`src/rtl/mem_port_arbiter.sv`:
```
// mem_port_arbiter: shares one synchronous memory between two req/done ports.
// Port 0 is the CPU (fetch, lw/sw) and port 1 is the loader/debug path.
// Accesses are serialised. The memory port is registered. Read data is
// captured after the memory's fixed RD_LAT read latency.
// Build option: define MEM_ARB_FIXED_PRI_EN to give port 0 fixed priority.
// Without it (the default), simultaneous requests are granted round-robin.
//
// state  | meaning
// IDLE   | sample req0/req1, grant one and latch its command
// ACCESS | command on the memory port; mem_we asserted here for writes
// WAIT   | read latency countdown; capture mem_rdata when count reaches 1
// DONE   | one-cycle done pulse to the owner, then back to IDLE
module mem_port_arbiter #(
    parameter int N      = 32,
    parameter int RD_LAT = 1
) (
    input  logic         clk,
    input  logic         rst,
    input  logic         req0,
    input  logic         we0,
    input  logic [N-1:0] addr0,
    input  logic [N-1:0] wdata0,
    output logic         done0,
    output logic [N-1:0] rdata0,
    input  logic         req1,
    input  logic         we1,
    input  logic [N-1:0] addr1,
    input  logic [N-1:0] wdata1,
    output logic         done1,
    output logic [N-1:0] rdata1,
    output logic         busy,
    output logic [N-1:0] mem_addr,
    output logic [N-1:0] mem_wdata,
    output logic         mem_we,
    input  logic [N-1:0] mem_rdata
);

    typedef enum logic [1:0] {IDLE, ACCESS, WAIT, DONE} state_t;

    localparam int            CW       = 3;
    localparam logic [CW-1:0] LAT_LOAD = CW'(RD_LAT);
    localparam logic [CW-1:0] CNT_ONE  = CW'(1);

    state_t        state_q, state_d;
    logic          owner_q, owner_d;
    logic          last_q, last_d;
    logic          we_q, we_d;
    logic [CW-1:0] cnt_q, cnt_d;
    logic [N-1:0]  mem_addr_q, mem_addr_d;
    logic [N-1:0]  mem_wdata_q, mem_wdata_d;
    logic [N-1:0]  rdata0_q, rdata0_d;
    logic [N-1:0]  rdata1_q, rdata1_d;
    logic          pick1;

    // Choose which port wins when sampling requests in IDLE.
    always_comb begin
`ifdef MEM_ARB_FIXED_PRI_EN
        pick1 = req1 & ~req0;
`else
        // last_q=1 means port 1 was served last, so port 0 gets the tie.
        pick1 = req1 & (~req0 | ~last_q);
`endif
    end

    // Next-state logic: arbitration, latency countdown and read data capture.
    always_comb begin
        state_d     = state_q;
        owner_d     = owner_q;
        last_d      = last_q;
        we_d        = we_q;
        cnt_d       = cnt_q;
        mem_addr_d  = mem_addr_q;
        mem_wdata_d = mem_wdata_q;
        rdata0_d    = rdata0_q;
        rdata1_d    = rdata1_q;
        case (state_q)
            IDLE: begin
                if (req0 | req1) begin
                    owner_d     = pick1;
                    last_d      = pick1;
                    we_d        = pick1 ? we1 : we0;
                    mem_addr_d  = pick1 ? addr1 : addr0;
                    mem_wdata_d = pick1 ? wdata1 : wdata0;
                    state_d     = ACCESS;
                end
            end
            ACCESS: begin
                if (we_q) begin
                    state_d = DONE;
                end else begin
                    cnt_d   = LAT_LOAD;
                    state_d = WAIT;
                end
            end
            WAIT: begin
                if (cnt_q == CNT_ONE) begin
                    if (owner_q) rdata1_d = mem_rdata;
                    else         rdata0_d = mem_rdata;
                    state_d = DONE;
                end else begin
                    cnt_d = cnt_q - CNT_ONE;
                end
            end
            DONE:    state_d = IDLE;
            default: state_d = IDLE;
        endcase
    end

    // State and datapath registers with synchronous active-low reset.
    always_ff @(posedge clk) begin
        if (!rst) begin
            state_q     <= IDLE;
            owner_q     <= 1'b0;
            last_q      <= 1'b1;
            we_q        <= 1'b0;
            cnt_q       <= '0;
            mem_addr_q  <= '0;
            mem_wdata_q <= '0;
            rdata0_q    <= '0;
            rdata1_q    <= '0;
        end else begin
            state_q     <= state_d;
            owner_q     <= owner_d;
            last_q      <= last_d;
            we_q        <= we_d;
            cnt_q       <= cnt_d;
            mem_addr_q  <= mem_addr_d;
            mem_wdata_q <= mem_wdata_d;
            rdata0_q    <= rdata0_d;
            rdata1_q    <= rdata1_d;
        end
    end

    // Outputs. Strobes are gated by rst so an aborted access emits nothing.
    always_comb begin
        busy      = (state_q != IDLE);
        mem_we    = rst & (state_q == ACCESS) & we_q;
        done0     = rst & (state_q == DONE) & ~owner_q;
        done1     = rst & (state_q == DONE) & owner_q;
        mem_addr  = mem_addr_q;
        mem_wdata = mem_wdata_q;
        rdata0    = rdata0_q;
        rdata1    = rdata1_q;
    end

endmodule

```
`config.mk`:
```
export PLATFORM = sky130hd
export DESIGN_NAME = mem_port_arbiter
export DESIGN_NICKNAME = d
export VERILOG_FILES = /design/src/rtl/mem_port_arbiter.sv
export SDC_FILE = /design/constraint.sdc
export NUM_CORES = 1
export LEC_CHECK = 0
export ABC_AREA = 0
export CORE_MARGIN = 2
export CORE_UTILIZATION = 30
export DETAILED_ROUTE_END_ITERATION = 8
export PLACE_DENSITY = 0.72
export SYNTH_ARGS = -nofsm -noshare
export SYNTH_HDL_FRONTEND = slang
export SYNTH_SLANG_ARGS = --single-unit
```
`constraint.sdc`:
```
create_clock -name clk -period 3.4 [get_ports clk]
set_input_delay 0.34 -clock clk [delete_from_list [all_inputs] [get_ports clk]]
set_output_delay 0.34 -clock clk [all_outputs]
set_load 0.02 [all_outputs]
```
Yosys cells after proc, flatten, opt, wreduce, memory -nomap -nowiden --
Index checks and enable logic that the tools add are counted.
Cells by class: add/sub/neg operators 1, equal/unequal tests 8, multiplexer cells 10, bitwise gates (word level) 11, reductions and logical operators 8
Operator list (count):
- 32-bit two-way mux | 2
- 3-bit AND reduction | 3
- 2-bit inequality test (second input constant) | 4
- 2-bit one-hot mux with 4 select lines | 1
- 1-bit bitwise AND | 6
- 3-bit two-way mux | 2
- 3-bit one-hot mux with 2 select lines | 1
- 2-bit == test (second input constant) | 2
- 2-bit two-way mux | 2
- 2-bit AND reduction | 2
- 2-bit nonzero test | 2
- 3-bit by 1-bit == test with 1-bit output (second input constant) | 1
- 1-bit inverter | 3
- 3-bit by 1-bit subtractor with 3-bit output (second input constant) | 1
- 2-bit by 1-bit == test with 1-bit output (second input constant) | 1
- 2-bit logical NOT | 1
- 1-bit two-way mux | 2
- 1-bit OR | 2
Word-level totals: bits in registers 136, bits of input ports 166, output and inout bits 132, word-level logic and storage cells 47

Logic depth before layout (Yosys ltp) --
depth in word-level cells 4, mapped depth 8, depth with buffers taken out 5

Worst setup path after synthesis --
OpenSTA, ideal clock, no wires.
path type register to register, from reg state_q[0], to reg rdata1_q[10], in the netlist rdata1[10], library setup time 119 ps, arrival time 1441 ps, data required time 3281 ps, slack 1840 ps, stages on the path, launching flop included 9, clock period less this slack 1560 ps, path through dfxtp_1 > inv_1 > ha_1 > buf_4 > and4b_1 > buf_4 > buf_4 > nand3_1 > o21ai_1
On the way: word-level cells in the longest chain between the ends 2
Ends and longest elaborated chain:
- start, declared | RTL line 44 | state_t state_q, state_d;
- start signal, assigned | RTL line 122 | state_q <= state_d;
- 2-bit == test | RTL line 76 | case (state_q)
- 3-bit AND reduction (no source line)
- end signal, assigned | RTL line 130 | rdata1_q <= rdata1_d;
- end, declared | RTL line 52 | logic [N-1:0] rdata1_q, rdata1_d;
Every way passes these cells. A chain may end at the register's enable or synchronous reset.

Final worst setup path --
from reg state_q[0], to reg rdata0_q[3], in the netlist rdata0[3]
On the way: word-level cells in the longest chain between the ends 2
Ends and longest elaborated chain:
- 2-bit == test | RTL line 76
- 3-bit AND reduction (no source line)
- end signal, assigned | RTL line 129 | rdata0_q <= rdata0_d;
- end, declared | RTL line 51 | logic [N-1:0] rdata0_q, rdata0_d;
Every way passes these cells.

==> impl_summary.txt <==
----------------------------------------------------
[Yosys]
  Yosys warnings ... 0
  Ys flop type ... sky130_fd_sc_hd__dfxtp_1
  Count of state elements after synthesis ... 136
  Synthesized netlist cell count ... between 700 and 800
  Syn_area_per_cell ... ~8.4 um^2
  Yosys cell types ... 39
  Number of flops mapped to enable cells by yosys ... 0
  Register area share after synthesis ... 46.1%
  Share of synthesized flip-flops with an asynchronous set or reset ... 0%
  Post-Syn Nets ... around 880
  Cell area after synthesis ... a little under 6000 um^2

[Placement]
  Total half-perimeter wirelength after legalization and detailed placement ... ~13 mm
  Buffers added on ports ... 297
  Routability-driven placement congestion ratio ... a little over 0.8
  Instance count after placement with tap cells included ... 1213
  Minimum setup slack after placement ... 848 ps

[CTS]
  H-tree levels ... 4
  Root Driver ... sky130_fd_sc_hd__clkbuf_16
  Number of clock sinks ... roughly 140
  Worst skew pair latency ... between 400 and 500 ps
  Clock transition at the registers of the reported paths ... around 60 ps
  Number of buffers created by CTS ... 17
  Clock tree from TritonCTS ... yes
  Maximum buffer depth of the clock tree ... 2
  Post-cts sizing count ... 0
  Setup bufs post-CTS ... 0
  Total of hold buffers inserted after clock tree synthesis ... 0

[Worst hold path]
  HP Start ... rst
  Worst min-delay path category ... input pin to register
  Sink of the worst hold path ... state_q[0]
  Hold Path Stages ... 2

[Global routing]
  Number of antenna violations at the first check in global routing ... 0
  Overall fraction of global-route tracks in use ... 17.2%
  Number of global-route vias before repair ... ~5600
  Wire length of the first global-routing pass ... 28.7 mm
  Global route total overflow ... 0
  Maximum number of pins on one net before global-route repair ... between 150 and 200

[Detailed routing]
  Number of vias per cell ... about 4.7
  DR vias ... between 5000 and 6000
  Post-route antenna net violation count ... 0
  Final routed DRC violation total ... 0
  WL final ... 18.3 mm
  TritonRoute pass-1 iters ... 4
  Wirelength per Cell ... roughly 15 um
  Initial DRC count ... between 200 and 250

[Setup path]
  Critical path buffers and inverters ... 2
  R2R Path Start ... state_q[0]
  Cell depth of the worst flop-to-flop path ... 6
  Crit path max fanout ... between 40 and 50
  Setup slack of the most critical reg-to-reg path ... between 800 and 900 ps
  WP data required ... ~3700 ps
  Element type at the critical path end ... register
  Chain of cells forming the critical path ... inv_1 -> ha_1 -> nand4bb_2 -> buf_4 -> nand3_1 -> o21ai_0
  Maximum cell stage delay along the critical path ... slightly above 800 ps
  CP delay by family, top ... simple AND/OR/NAND/NOR gates
  Cell with the biggest individual delay on the critical path ... sky130_fd_sc_hd__nand4bb_2
  Arrival time of data at the critical path endpoint ... around 2800 ps
  Classification of the worst setup path ... register to register
  Stages on worst setup path ... 6
  Capturing point of the worst reg2reg path ... rdata0[3]
  Kind of start point of the critical path ... register

[STA]
  Count of endpoints failing hold in the final timing report ... 0
  Worst Slack Setup Final ... around 860 ps
  Unrepaired setup endpoints after global routing ... false
  Count of endpoints failing setup in the final report ... 0
  Transition time at the pin with the least slew margin ... about 990 ps
  Final worst path period need ... approximately 2500 ps
  Number of pins exceeding their max-slew limit in the final report ... 0
  Clk_skew ... approximately 11 ps
  FMAX ... between 300 and 400 MHz
  Total negative slack for setup checks ... 0 ps
  Worst-case headroom to the max-slew limit ... between 30% and 40%
  Final clock period utilization by the worst path ... between 70% and 80%

[Layout]
  Post-layout instance count excluding filler cells ... around 1200
  Synthesis-to-finish area growth ... 61.9%
  Nets ... approximately 1100
  Proportion of layout cells with a drive suffix above 1 ... roughly an eighth
  Antenna diode instance count ... 0
  Final-layout fill cell count ... between 1500 and 2000

[Floorplan]
  Row Count ... 51
  Starting utilization of the core area ... 30.5%
  DIE HEIGHT ... between 100 and 150 um
  Total Die Area ... 20800 um^2
  Core Footprint ... ~19000 um^2
  Boundary Pins ... a little under 300
  Width of the chip ... roughly 140 um

[Power and ir drop]
  Worst IR drop on VDD ... roughly 0.36 mV
  Power density cells ... between 600 and 700 nW/um^2
  Static Leak ... roughly 3.5 nW

[Status]
  Outcome ... finished clean

[Run]
  Number of violations of the max-capacitance limit ... 0

----------------------------------------------------
## worst max-delay path by stage
stage | startpoint | end | slack [ps]
2_1_floorplan | state_q[0] | rdata1[10] | 1840
3_3_place_gp | state_q[0] | rdata0[3] | 980
3_5_place_dp | state_q[0] | rdata0[6] | 850
4_1_cts | state_q[0] | rdata0[6] | 850
5_1_grt | state_q[0] | rdata0[11] | 530
6_report | state_q[0] | rdata0[3] | 860
## registers in the layout, summed over array words and instances, names as in the netlist
register / cells
cnt_q: 3
last_q: 1
mem_addr: 32
mem_wdata: 32
owner_q: 1
rdata0: 32
rdata1: 32
state_q: 2
we_q: 1
## cells by family (layout without fill, tap and decap cells)
logic type | count (synthesis) | in the layout | share of synthesized area [%]
compound gates | 274 | 274 | 28.9
fa+ha+maj | 7 | 7 | 1.48
buf+inv | 70 | 342 | 6.99
flops | 136 | 136 | 46.1
mux | 1 | 1 | 0.169
simple gates | 218 | 218 | 16.4
## power breakdown
group | switching (mW) | internal [mW] | total (mW) | leakage, nW
clock network | 0.705 | 1.19 | 1.89 | 0.283
registers | 0.190 | 1.94 | 2.13 | 1.11
logic | 1.38 | 1.12 | 2.50 | 2.07
total | 2.27 | 4.25 | 6.52 | 3.46
## final cells by class
class / count / area [um^2] / area share, %
Timing Repair Buffer: 307 / 3100 / 32.3
Multi-Input combinational cell: 500 / 2800 / 29.3
Sequential cell: 136 / 2720 / 28.4
Clock buffer: 19 / 453 / 4.73
Tap cell: 265 / 332 / 3.46
Clock inverter: 11 / 148 / 1.54
Inverter: 5 / 18.8 / 0.196
## per-stage QoR
step	hold WS (ps)	utilization, %	power (mW)	instance area (um^2)
floorplan	452	-	3.59	5910
global placement	435	46.2	4.65	8970
global route	264	49.3	6.90	9570
CTS	257	49.3	6.60	9570
detailed placement	441	46.2	4.67	8970
finish	281	49.3	6.52	9570
## cells in the mapped netlist, types with 4 or more instances
library cell	n	area share, %
sky130_fd_sc_hd__a21oi_1	52	4.4
sky130_fd_sc_hd__a21oi_2	80	12
sky130_fd_sc_hd__buf_12	4	1.4
sky130_fd_sc_hd__buf_2	23	1.9
sky130_fd_sc_hd__buf_4	12	1.5
sky130_fd_sc_hd__clkbuf_1	19	1.2
sky130_fd_sc_hd__dfxtp_1	136	46
sky130_fd_sc_hd__ha_1	7	1.5
sky130_fd_sc_hd__inv_1	5	0.32
sky130_fd_sc_hd__nand2_1	133	8.4
sky130_fd_sc_hd__nand3_1	64	5.4
sky130_fd_sc_hd__o21ai_0	93	7.9
sky130_fd_sc_hd__o21ai_1	39	3.3
## per-layer routing
metal  global-route usage [%]  vias to the layer above  routed length, um
met5                        0                        -                  0
met4                     5.93                        0                315
met3                     5.79                       22               1580
met2                     27.7                      215               8470
met1                     21.5                     2685               7960
li1                         -                     2966                  -
## cell usage in the layout (no fill, tap or decap), drive strengths merged
master,Yosys,final
o21a,1,1
nor2b,3,3
nand2b,2,2
o2111a,1,1
a22oi,1,1
nand2,133,133
and3b,1,1
clkbuf,22,19
or3,1,1
nand4,1,1
clkdlybuf4s50,0,296
buf,43,11
nand3b,1,1
and3,3,3
clkinvlp,0,4
and2,1,1
nand3,64,64
nand4bb,1,1
bufinv,0,3
o21ai,132,132
nor3b,1,1
nand4b,2,2
ha,7,7
o31ai,2,2
mux2i,1,1
inv,5,6
a21bo,1,1
nor2,2,2
a21oi,132,132
and4b,1,1
a21boi,3,3
clkinv,0,3
and4,1,1
a2111o,1,1
dfxtp,136,136
(Power assumes the default switching activity.)
